[config.mk]
export PLATFORM = sky130hd
export DESIGN_NAME = edge_delay_trigger
export DESIGN_NICKNAME = d
export VERILOG_FILES = /design/src/rtl/edge_delay_pkg.sv /design/src/rtl/edge_delay_channel.sv /design/src/rtl/edge_delay_trigger.sv
export SDC_FILE = /design/constraint.sdc
export NUM_CORES = 1
export LEC_CHECK = 0
export CORE_ASPECT_RATIO = 1.25
export CORE_MARGIN = 4
export CORE_UTILIZATION = 64
export CTS_BUF_LIST = sky130_fd_sc_hd__clkbuf_4
export DETAILED_ROUTE_END_ITERATION = 16
export DONT_BUFFER_PORTS = 1
export GPL_TIMING_DRIVEN = 1
export PLACE_DENSITY = 0.8
export SYNTH_ARGS = -nofsm -noshare
export SYNTH_HDL_FRONTEND = slang
export SYNTH_SLANG_ARGS = --single-unit
[constraint.sdc]
create_clock -name clk -period 2.2 [get_ports clk]
set_input_delay 0.22 -clock clk [delete_from_list [all_inputs] [get_ports clk]]
set_output_delay 0.22 -clock clk [all_outputs]
set_load 0.005 [all_outputs]
[src/rtl/edge_delay_pkg.sv]
// rtl/edge_delay_pkg.sv - shared state type and default parameters for the edge delay trigger
package edge_delay_pkg;

    typedef enum logic {
        IDLE = 1'b0,
        WAIT = 1'b1
    } state_t;

    localparam int DEF_NUM_CH = 2;
    localparam int DEF_CNT_W  = 8;
    localparam int DEF_RETRIG = 0;

endpackage

[src/rtl/edge_delay_channel.sv]
// rtl/edge_delay_channel.sv - one channel: rising edge on enable starts a D-cycle wait, then raises trigger
module edge_delay_channel
    import edge_delay_pkg::*;
#(
    parameter int CNT_W  = DEF_CNT_W,
    parameter int RETRIG = DEF_RETRIG
) (
    input  logic             clk,
    input  logic             rst,
    input  logic             enable,
    input  logic [CNT_W-1:0] delay,
    output logic             trigger,
    output logic             trig_pulse,
    output logic             busy
);

    state_t           state_q;
    state_t           state_d;
    logic [CNT_W-1:0] cnt_q;
    logic [CNT_W-1:0] cnt_d;
    logic [CNT_W-1:0] load_val;
    logic             trig_q;
    logic             trig_d;
    logic             pulse_q;
    logic             pulse_d;
    logic             enable_q;
    logic             rise;

    assign rise = enable & ~enable_q;

    // The start edge itself is the first cycle of the wait, so load D-1; D=0 behaves as D=1.
    assign load_val = (delay == '0) ? '0 : delay - CNT_W'(1);

    always_ff @(posedge clk) begin
        if (rst) begin
            state_q  <= IDLE;
            cnt_q    <= '0;
            trig_q   <= 1'b0;
            pulse_q  <= 1'b0;
            enable_q <= 1'b0;
        end else begin
            state_q  <= state_d;
            cnt_q    <= cnt_d;
            trig_q   <= trig_d;
            pulse_q  <= pulse_d;
            enable_q <= enable;
        end
    end

    always_comb begin
        state_d = state_q;
        cnt_d   = cnt_q;
        trig_d  = trig_q;
        pulse_d = 1'b0;
        case (state_q)
            IDLE: begin
                if (rise) begin
                    state_d = WAIT;
                    cnt_d   = load_val;
                    trig_d  = 1'b0;
                end
            end
            WAIT: begin
                // A restart edge beats completion when both land on the same cycle.
                if ((RETRIG != 0) && rise) begin
                    cnt_d = load_val;
                end else if (cnt_q != '0) begin
                    cnt_d = cnt_q - CNT_W'(1);
                end else begin
                    state_d = IDLE;
                    trig_d  = 1'b1;
                    pulse_d = 1'b1;
                end
            end
            default: state_d = IDLE;
        endcase
    end

    assign trigger    = trig_q;
    assign trig_pulse = pulse_q;
    assign busy       = (state_q == WAIT);

endmodule

[src/rtl/edge_delay_trigger.sv]
// rtl/edge_delay_trigger.sv - NUM_CH independent edge-started delay triggers
module edge_delay_trigger
    import edge_delay_pkg::*;
#(
    parameter int NUM_CH = DEF_NUM_CH,
    parameter int CNT_W  = DEF_CNT_W,
    parameter int RETRIG = DEF_RETRIG
) (
    input  logic                    clk,
    input  logic                    rst,
    input  logic [NUM_CH-1:0]       enable,
    input  logic [NUM_CH*CNT_W-1:0] delay,
    output logic [NUM_CH-1:0]       trigger,
    output logic [NUM_CH-1:0]       trig_pulse,
    output logic [NUM_CH-1:0]       busy
);

    for (genvar i = 0; i < NUM_CH; i++) begin : g_ch
        edge_delay_channel #(
            .CNT_W  (CNT_W),
            .RETRIG (RETRIG)
        ) u_ch (
            .clk        (clk),
            .rst        (rst),
            .enable     (enable[i]),
            .delay      (delay[i*CNT_W +: CNT_W]),
            .trigger    (trigger[i]),
            .trig_pulse (trig_pulse[i]),
            .busy       (busy[i])
        );
    end

endmodule

# ---- After elaboration in Yosys (flattened, before gate mapping)
# Index checks and enable logic that the tools add are counted.
dict set report op_classes {
  n_reduce_logical 10
  muxes 22
  n_addsub 4
  bitwise 6
  eq_ne 6
}
# cell count
set op_table {}
lappend op_table {{$mux 8} 6}
lappend op_table {{$pmux 8 s2} 2}
lappend op_table {{$sub 8x1->8 const B} 4}
lappend op_table {{$logic_not 8->1} 2}
lappend op_table {{$reduce_bool 8->1} 2}
lappend op_table {{$mux 1} 10}
lappend op_table {{$ne 2x2->1 const B} 4}
lappend op_table {{$pmux 1 s2} 4}
lappend op_table {{$reduce_and 2->1} 4}
lappend op_table {{$ne 2x1->1 const B} 2}
lappend op_table {{$not 1->1} 4}
lappend op_table {{$reduce_or 2->1} 2}
lappend op_table {{$and 1x1->1} 2}
dict set report word_totals {
  output_inout_bits 6
  elab_cells 58
  regBits 24
  in_bits 20
}

# ---- Depth between registers and ports, before layout
dict set report logic_depth {
  word_depth 4
  mapped_depth 6
  ltp_nobuf 6
}

# ---- By module
# Synthesis repeated with hierarchy kept, for this count alone.
dict set report hier_totals {
  hier_cells 208
  hier_area_um2 1649.1
}
# mod seq_area_each_um2 cells_each instances area_each_um2
set modules_own_cells {}
lappend modules_own_cells {edge_delay_channel 240.2 104 2 824.5}

# ---- Worst setup path before layout
# No wires, ideal clock.
dict set report synth_timing {
  path_kind {reg2reg}
  startpoint {register g_ch[0].u_ch.cnt_q[0]}
  endpoint {register g_ch[0].u_ch.cnt_q[5]}
  stages_incl_launch_ff 7
  n_path_buf 0
  setup_time_ps 137
  synth_period_minus_slack_ps 1688
  required_time_ps 2063
  path_slack_ps 512
  t_arrival_ps 1551
  cell_sequence {dfxtp_1 -> inv_1 -> ha_1 -> or4bb_1 -> a2bb2oi_1 -> mux2i_1 -> o211ai_1}
}
dict set report synth_via {
  elab_chain_cells 3
  word_cells_on_any_way 6
  cone_classes {1 x add/sub; 1 x eq/ne; 2 x mux; 2 x reduce/logical}
}
# element line_no
set synth_lines {}
lappend synth_lines {{start: declaration} edge_delay_channel.sv:19} ;# logic [CNT_W-1:0] cnt_q;
lappend synth_lines {{start signal: assignment} edge_delay_channel.sv:43} ;# cnt_q <= cnt_d;
lappend synth_lines {{$sub 8x1->8 or $reduce_bool 8->1 (tied branches)} {edge_delay_channel.sv:68, edge_delay_channel.sv:67}}
lappend synth_lines {{$mux 8 or $ne 2x2->1 (tied branches)} --}
lappend synth_lines {{$pmux 8 s2 or $reduce_and 2->1 (tied branches)} --}
# Parallel ways exist; a longest one is shown, timed or not. The select of a mux whose other input is x is not followed.
# A chain may end at the register's enable or synchronous reset.

# ---- Worst setup path in the final report
dict set report layout_timing {
  startpoint {register g_ch[0].u_ch.cnt_q[0]}
  endpoint {register g_ch[0].u_ch.cnt_q[0]}
}
# Same word-level chain as after synthesis.

==> results.sh <==
export IMPL_drc=0
export IMPL_synth_top_family_by_area="simple AND/OR/NAND/NOR gates"
export IMPL_dr_total_vias=1634
export IMPL_report_final_slew_viol_count=0
export IMPL_synth_edf_count=0
export IMPL_core_um2=2680
export IMPL_clk_pin_slew_ns=0.13
export IMPL_htree_levels=1
export IMPL_hold_path_depth=1
export IMPL_wl_met2_mm=2.33
export IMPL_synth_top_area_cell="dfxtp_1"
export IMPL_hold_slack_ns=0.0259
export IMPL_synthTopCellsByArea="dfxtp_1 27%, ha_1 5.6%, a21oi_1 3.9%, inv_1 3.6%, o21ai_0 3.4%"
export IMPL_rsz0062_at_grt="false"
export IMPL_status="finished clean"
export IMPL_highest_layer="met4"
export IMPL_pre_cts_ws_ns=0.398
export IMPL_timing_final_crit_share=0.843
export IMPL_synthAdderAreaFrac=0.0559
export IMPL_synth_net_count=247
export IMPL_yosysTopAreaCellShare=0.268
export IMPL_io_buffers=0
export IMPL_worstPathRequired_ns=2.44
export IMPL_cts_sinks=24
export IMPL_tightest_slew_ns=0.788
export IMPL_fin_ws_ns=0.346
export IMPL_die_w_um=55.3
export IMPL_post_cts_resized=0
export IMPL_die_h_um=67.2
export IMPL_power_leakage_nw=0.713
export IMPL_areaGrowthSynthToFinish_pct=3.28
export IMPL_dpl_hpwl_mm=3.27
export IMPL_slew_limit_headroom=0.473
export IMPL_synth_compound_area_frac=0.278
export IMPL_worstHoldPathType="in -> reg"
export IMPL_grt_pass1_wl_mm=7.19
export IMPL_final_layout_size_suffix_gt1_frac=0.0884
export IMPL_grt_pass1_vias=1652
export IMPL_synthXorXnorAreaFrac=0.0293
export IMPL_placed_area_um2=1790
export IMPL_async_flop_share=0
export IMPL_cts_made_buffers=3
export IMPL_cts_max_path_buffers=2
export IMPL_rows=21
export IMPL_grtUsageTotal=0.240
export IMPL_timing_hold_violations_final=0
export IMPL_power_density_nw_per_um2=692
export IMPL_finClkSkew_ns=0.00332
export IMPL_critPathArrivalTime_ns=2.09
export IMPL_antenna_cells=0
export IMPL_synthMuxAreaShare=0.0119
export IMPL_yosysWarnings=0
export IMPL_ys_ff_latch=24
export IMPL_cp_max_fo=6
export IMPL_syn_inst=219
export IMPL_report_final_setup_viol=0
export IMPL_fin_area_um2=1850
export IMPL_max_freq_mhz=539
export IMPL_reg2reg_slack_ns=0.35
export IMPL_ant_nets=0
export IMPL_max_cap_violations=0
export IMPL_die_area_um2=3720
export IMPL_min_from="rst"
export IMPL_critical_path_class="reg -> reg"
export IMPL_fin_util=0.690
export IMPL_fillers=217
export IMPL_wire_per_inst_um=16.9
export IMPL_finalSetupTns_ns=0
export IMPL_reg2reg_depth=6
export IMPL_wl_met1_mm=1.57
export IMPL_synthSimpleGateAreaFrac=0.283
export IMPL_yosysSeqAreaShare=0.268
export IMPL_overflow=0
export IMPL_worstSkewPairLatency_ns=0.31
export IMPL_start_util=0.669
export IMPL_viasPerCell=6.56
export IMPL_drt_initial_drc_count=55
export IMPL_ir_worst_vdd_v=0.000377
export IMPL_synth_ff_type="dfxtp_1"
export IMPL_syn_area_um2=1790
export IMPL_period_minus_slack_ns=1.85
export IMPL_whs_endpoint="g_ch[0].u_ch.cnt_q[5]$_SDFFE_PP0P_"
export IMPL_place_gp_congestion=0.907
export IMPL_clk_root_buffer_cell="clkbuf_4"
export IMPL_ios=26
export IMPL_cts_tree="yes"
export IMPL_wirelength_mm=4.21
export IMPL_syn_area_per_cell_um2=8.18
export IMPL_grt_max_degree=19
export IMPL_nets=244
export IMPL_r2r_end="g_ch[0].u_ch.cnt_q[0]$_SDFFE_PP0P_"
export IMPL_reg2reg_from="g_ch[0].u_ch.cnt_q[0]$_SDFFE_PP0P_"
export IMPL_worstSetupStartpointType="flip-flop"
export IMPL_grt_antenna_before_repair=0
export IMPL_synth_distinct_cells=55
export IMPL_met3WireLength_um=161
export IMPL_crit_path_end_kind="flip-flop"
export IMPL_first_pass_iters=4
registers in the layout, summed over array words and instances (netlist names):
signal                cells
g_ch.u_ch.enable_q        2
g_ch.u_ch.trigger         2
g_ch.u_ch.busy            2
g_ch.u_ch.cnt_q          16
g_ch.u_ch.trig_pulse      2
layout by cell type (no fill, tap or decap), types with 4 or more instances in the layout:
cell,instances
o21ai_0,12
nor2_1,15
dfxtp_1,24
nor3b_1,6
or3_1,5
ha_1,8
a211oi_1,6
nand2b_1,4
nor4_1,6
xor2_1,5
o21a_1,5
a21oi_1,14
nor3_1,5
nand2_1,11
inv_1,17
nor2b_1,7
a31oi_1,8
layer usage:
metal,up-vias,track usage
li1,806,-
met1,762,0.229
met2,51,0.496
met3,15,0.0344
met4,0,0.125
met5,-,0
critical path, cell delays in order, from the launching register on:
cell and delay, ns:
dfxtp_1 0.35, inv_1 0.12, ha_1 0.21, or4bb_1 0.56, o2bb2ai_4 0.23, a311oi_1 0.09
a211oi_2 0.22
cell usage after synthesis (all sizes together) (7+ instances only):
| master | instances |
|---|---|
| buf | 8 |
| nand2 | 11 |
| nor2b | 7 |
| nor3b | 7 |
| nor2 | 15 |
| o21ai | 13 |
| a31oi | 8 |
| a21oi | 14 |
| dfxtp | 24 |
| a211oi | 8 |
| inv | 17 |
| ha | 8 |
| nor4 | 7 |
per-stage QoR:
stage	power, mW	instances
final	1.28	249
after global routing	1.36	249
after CTS	1.28	249
after detailed placement	0.959	244
after global placement	0.940	244
after floorplan	0.880	219
power breakdown:
group	internal (mW)	total [mW]	switching [mW]
logic	0.186	0.413	0.226
clock network	0.184	0.316	0.132
registers	0.484	0.553	0.0690
final cells by class:
class	instances	area (um2)	area share
well taps	34	42.5	0.0230
clock buffers	3	22.5	0.0122
repair buffers	4	32.5	0.0176
clock inverters	1	30.0	0.0162
flip-flops and latches	24	480	0.260
inverters	17	63.8	0.0345
multi-input cells	166	1180	0.637
what timing repair did:
action	4_1_cts	5_1_grt
endpoints found under the hold margin	18	0
endpoints found under the setup margin	0	0
buffers inserted	0	0
hold buffers	1	0
how the worst max path moves through the flow:
stage | depth (start not counted) | to | start
floorplan | 6 | g_ch[0].u_ch.cnt_q[5]$_SDFFE_PP0P_ | g_ch[0].u_ch.cnt_q[0]$_SDFFE_PP0P_
global placement | 6 | g_ch[0].u_ch.cnt_q[5]$_SDFFE_PP0P_ | g_ch[0].u_ch.cnt_q[0]$_SDFFE_PP0P_
detailed placement | 6 | g_ch[0].u_ch.cnt_q[0]$_SDFFE_PP0P_ | g_ch[0].u_ch.cnt_q[0]$_SDFFE_PP0P_
CTS | 6 | g_ch[0].u_ch.cnt_q[0]$_SDFFE_PP0P_ | g_ch[0].u_ch.cnt_q[0]$_SDFFE_PP0P_
global route | 6 | g_ch[0].u_ch.cnt_q[5]$_SDFFE_PP0P_ | g_ch[0].u_ch.cnt_q[0]$_SDFFE_PP0P_
finish | 6 | g_ch[0].u_ch.cnt_q[0]$_SDFFE_PP0P_ | g_ch[0].u_ch.cnt_q[0]$_SDFFE_PP0P_
kinds of logic (layout without fill, tap and decap cells):
group	after synthesis	after routing
muxes	2	2
adders and majority gates	8	8
and+or+nand+nor	81	81
AOI/OAI and AO/OA	69	69
buffers and inverters	29	25
DFF	24	24
xor gates and xnor gates	6	6
Note: power is estimated with default switching activity, not from simulation.
==> edit 1: new RTL, same settings <==
Set the package constant `DEF_NUM_CH` to 4 (it was 2).
--- a/src/rtl/edge_delay_pkg.sv
+++ b/src/rtl/edge_delay_pkg.sv
@@ -6,7 +6,7 @@
         WAIT = 1'b1
     } state_t;
 
-    localparam int DEF_NUM_CH = 2;
+    localparam int DEF_NUM_CH = 4;
     localparam int DEF_CNT_W  = 8;
     localparam int DEF_RETRIG = 0;
 
Interface: changed (5 resized); port bits go from 26 to 50. No check against the original RTL was run, so the function may have changed too.
==> edit 1 against the original RTL <==
Design area up 77%. Largest cell class unchanged. Sequential cell count up 24. Total power up 72%. Critical path depth up 1. Worst setup slack worse by 0.14 ns. Hold slack better by 0.020 ns. Sequential share of layout area up 3.3 points. Area after synthesis up 77%. Routed wire length up 63%. Largest power group unchanged.
==> edit 1: results (changes against the original RTL) <==
- Met3 GRT Util: 4.18% (+0.73 points)
- Compound-Gate Fraction of Synth Area: 19.5% (-8.3 points)
- Multi-input logic area: 0.00196 sq mm (+67%)
- Xor/xnor share of the synthesized area: 4.96% (+2.0 points)
- R2r worst-path depth: 7 (+1)
- CP Data Arrival Time: 2.27 ns (+0.18 ns)
- Mux cell area share after synthesis: 4.33% (+3.1 points)
- Status: completed
- Hold_buf cts: 6 (+5)
- CP endpoint: g_ch[0].u_ch.cnt_q[3]
- Buffers, non-clock: 12 (+8)
- TAP cells: 60 (+76%)
- Skew final: 0.00544 ns (+0.00212 ns)
- CP max FO: 5 (-1)
- DP HPWL: 5.06 mm (+55%)
- Clk tree area frac: 1.56% (-1.3 points)
- Tot GR Track Use: 23.4% (-0.62 points)
- M1 GR Usage: 27.7% (+4.9 points)
- Distinct cells, synth: 56 (+1.8%)
- Met2 Track Usage GR: 41.2% (-8.4 points)
- Placer congestion estimate: 0.868 (-4.3%)
- Layout cells sized above 1: 8.03% (-0.81 points)
- WL met3: 414 um (+160%)
- Post-synth top cells: 48 x dfxtp_1, 35 x nor2_1, 30 x inv_1, 25 x a21oi_1, 21 x nand2_1
- Hold_ws: 0.0458 ns (+0.0199 ns)
- Hold depth: 2 (+1)
- Placed cells: 431 (+77%)
- Via count: 2838 (+74%)
- Non-CTS inverters: 30 (+13)
- Total wire length: 6.87 mm (+63%)
- Worst VDD drop: 0.365 mV (-3.2%)
- Net count after synthesis: 443 (+79%)
- Clk_lat worst skew: 0.36 ns (+0.05 ns)
- Multi-input gates: 288 (+73%)
- Seq area share: 29.3% (+3.3 points)
- Worst Hold Endpoint: g_ch[2].u_ch.busy
- Mean Syn Cell Area: 8.17 sq um (-0.10%)
- Worst-margin pin slew: 0.621 ns (-0.167 ns)
- Largest cells by area after synthesis: dfxtp_1 30%, ha_1 6.3%, nor2_1 4.1%
- H-tree levels: 2 (+1)
- Clk_buf instances: 5 (+2)
- First-pass GRT wire length: 11.9 mm (+66%)
- Vias per inst: 6.36 (-3.0%)
- CTS sink cnt: 48 (+100%)
edit 1: changes by cell type after synthesis, sizes merged, moves of 9 or more:
cell   before  now
a21oi      14   25
dfxtp      24   48
inv        17   30
nand2      11   21
nand3       3   12
nor2       15   35
xnor2       1   12
edit 1: where the power goes:
group	leakage [nW]	switching (W)	total (W)	internal, W
Combinational	0.830	0.000386	0.000720	0.000334
Clock	0.0324	0.000287	0.000405	0.000118
Sequential	0.396	0.000104	0.00107	0.000969
edit 1: worst max-delay path: cells and delay by family, from the launching register on:
kind                     cells  cell delay (ns)
flip-flops                   1             0.34
AND/OR/NAND/NOR              3             0.78
AO/OA/AOI/OAI                2             0.50
buffers and inverters        1             0.11
adder cells (fa/ha/maj)      1             0.17
edit 1: per-stage QoR:
step	worst slack [ns]	cell area (sq um)
floorplan	0.494	3180
global placement	0.353	3150
detailed placement	0.255	3150
CTS	0.230	3270
global route	0.0658	3280
finish	0.208	3280
==> edit 2: new RTL, config.mk and constraints unchanged <==
Made on the original files. Register the output `trig_pulse`; this adds one clock of latency there. The other outputs are not delayed to match.
--- a/src/rtl/edge_delay_trigger.sv
+++ b/src/rtl/edge_delay_trigger.sv
@@ -15,6 +15,8 @@
     output logic [NUM_CH-1:0]       busy
 );
 
+    logic [NUM_CH-1:0] trig_pulse_d;
+
     for (genvar i = 0; i < NUM_CH; i++) begin : g_ch
         edge_delay_channel #(
             .CNT_W  (CNT_W),
@@ -25,10 +27,14 @@
             .enable     (enable[i]),
             .delay      (delay[i*CNT_W +: CNT_W]),
             .trigger    (trigger[i]),
-            .trig_pulse (trig_pulse[i]),
+            .trig_pulse (trig_pulse_d[i]),
             .busy       (busy[i])
         );
     end
 
+    always_ff @(posedge clk) begin
+        trig_pulse <= trig_pulse_d;
+    end
+
 endmodule
 
Check against the original RTL: not equivalent (Yosys sat finds a counterexample within 4 cycles, from zero or initial values and one cycle with rst high).
==> edit 2 against the original RTL <==
Total power up 2.4%. Sequential share of layout area increased by 2.5 points. Clock skew up 0.0045 ns. Global-route usage fell by 0.21 points. Area after synthesis is 0.98% lower. Design area is 1.2% lower. Core utilization fell by 0.84 points. Clock power increased by 2%. Worst setup slack gained 0.014 ns. Sequential cell count rose by 2. Routed wire length down 7.8%. Critical path type unchanged. Largest power group unchanged.
==> edit 2: results (changes against the original RTL) <==
- Status: completed
- Slowest-stage cell, CP: dfxtp_1
- Hold path startpoint: enable[0]
- Register area share after synthesis: 29.3% (+2.5 points)
- Total wire length: 3.88 mm (-7.8%)
- CP Data Arrival Time: 2.10 ns
- Post-synth top cells: 26 x dfxtp_1, 17 x inv_1, 11 x nor2_1
- Post-Synthesis Cells: 200 (-8.7%)
- Max layer used: met4
- Worst R2R End: g_ch[1].u_ch.cnt_q[6]
- Synth Flop Type: dfxtp_1
- Initial DRT Pass Iterations: 4 (unchanged)
- DP HPWL: 2.94 mm (-10%)
- Pleak: 0.662 nW (-7.0%)
- Ant diodes: 0 (unchanged)
- CTS root buffer: clkbuf_4
- Wl on met1: 1.51 mm (-3.9%)
- Largest cells by area after synthesis: dfxtp_1 29%, ha_1 5.6%, xor2_1 3.9%
- Post-CTS sizing: 0 (unchanged)
- Hold WC Path Type: input pin to flop
- Number of fill cells in the layout: 234 (+7.8%)
- Initial antenna violation count: 0 (unchanged)
- Hold depth: 1 (unchanged)
- Yosys warns: 0 (unchanged)
- CP max FO: 11 (+5)
- Distinct cells, synth: 49 (-11%)
- Metal2 WL: 2.18 mm (-6.5%)
- First-pass GRT wire length: 6.51 mm (-9.4%)
- Worst-margin pin slew: 0.729 ns (-0.0590 ns)
- CTS Buf Count: 3 (unchanged)
- Via count: 1511 (-7.5%)
- Register-to-register path setup slack: 0.36 ns
- Met3 GRT Util: 2.24% (-1.2 points)
- Tot GR Track Use: 23.8% (-0.21 points)
- Worst-path clk slew: 0.14 ns
- Clk_lat worst skew: 0.32 ns
- Skew final: 0.00778 ns (+0.00445 ns)
- # port buffers: 0 (unchanged)
- Met2 Track Usage GR: 43.9% (-5.6 points)
- Layout cells sized above 1: 11.2% (+2.3 points)
- Largest net degree at the start of global routing: 18 (-1)
- Placer congestion estimate: 0.860 (-5.2%)
- Crit path from: g_ch[1].u_ch.cnt_q[0]
- Clock group: 0.000323 W (+2%)
- Initial DRC count: 40 (-27%)
- Worst Hold Endpoint: g_ch[0].u_ch.enable_q
- Vias per inst: 6.54 (-0.32%)
- P_seq: 0.000590 W (+6.7%)
- Async S/R FF share, synth: 0% (unchanged)
- WL met3: 88 um (-45%)
- Top delay family on crit path: compound AO/OA/AOI/OAI gates
- Dpl ws: 0.427 ns (+0.0288 ns)
- Largest Register: g_ch.u_ch.cnt_q
- M1 GR Usage: 25.4% (+2.6 points)
- Crit path largest cell delay: 0.35 ns (-0.21 ns)
- Max reg flops: 16 (unchanged)
- Worst VDD drop: 0.478 mV (+27%)
- Net count after synthesis: 228 (-7.7%)
- P_sw: 0.000429 W (+0.54%)
-- edit 2: worst reg2reg max path, cell delays in order (launching register included) --
cell	delay, ns
dfxtp_1	0.35
inv_1	0.17
ha_1	0.23
and4bb_1	0.27
o2bb2ai_2	0.32
o21ai_0	0.23
a41oi_2	0.21
-- edit 2: how the worst max path moves through the flow --
stage / to / slack, ns / cells past startpoint
after floorplan: g_ch[1].u_ch.cnt_q[5] / 0.68 / 7
after global placement: g_ch[1].u_ch.cnt_q[6] / 0.52 / 6
after detailed placement: g_ch[1].u_ch.cnt_q[6] / 0.43 / 6
after CTS: g_ch[1].u_ch.cnt_q[6] / 0.39 / 6
after global routing: g_ch[1].u_ch.cnt_q[6] / 0.24 / 6
final: g_ch[1].u_ch.cnt_q[6] / 0.36 / 6
-- edit 2: per-stage QoR --
stage | power, W | hold slack, ns | cell area [sq um]
floorplan | 0.000922 | 0.310 | 1770
global placement | 0.000968 | 0.287 | 1770
detailed placement | 0.000986 | 0.287 | 1770
CTS | 0.00132 | 0.0202 | 1830
global route | 0.00139 | 0.0203 | 1830
finish | 0.00131 | 0.0342 | 1830
-- edit 2: final cells by class --
cell class | instances | share of cell area, %
clock buffers | 3 | 1.23
well taps | 34 | 2.33
flip-flops and latches | 26 | 28.5
multi-input cells | 146 | 61.1
inverters | 17 | 3.49
clock inverters | 1 | 1.64
repair buffers | 4 | 1.78
-- edit 2: logic make-up after synthesis --
logic type | synth area share (%)
DFF | 29.3
AOI/OAI and AO/OA | 27.3
adders and majority gates | 5.64
xor gates and xnor gates | 4.44
and+or+nand+nor | 25.5
buffers and inverters | 7.76
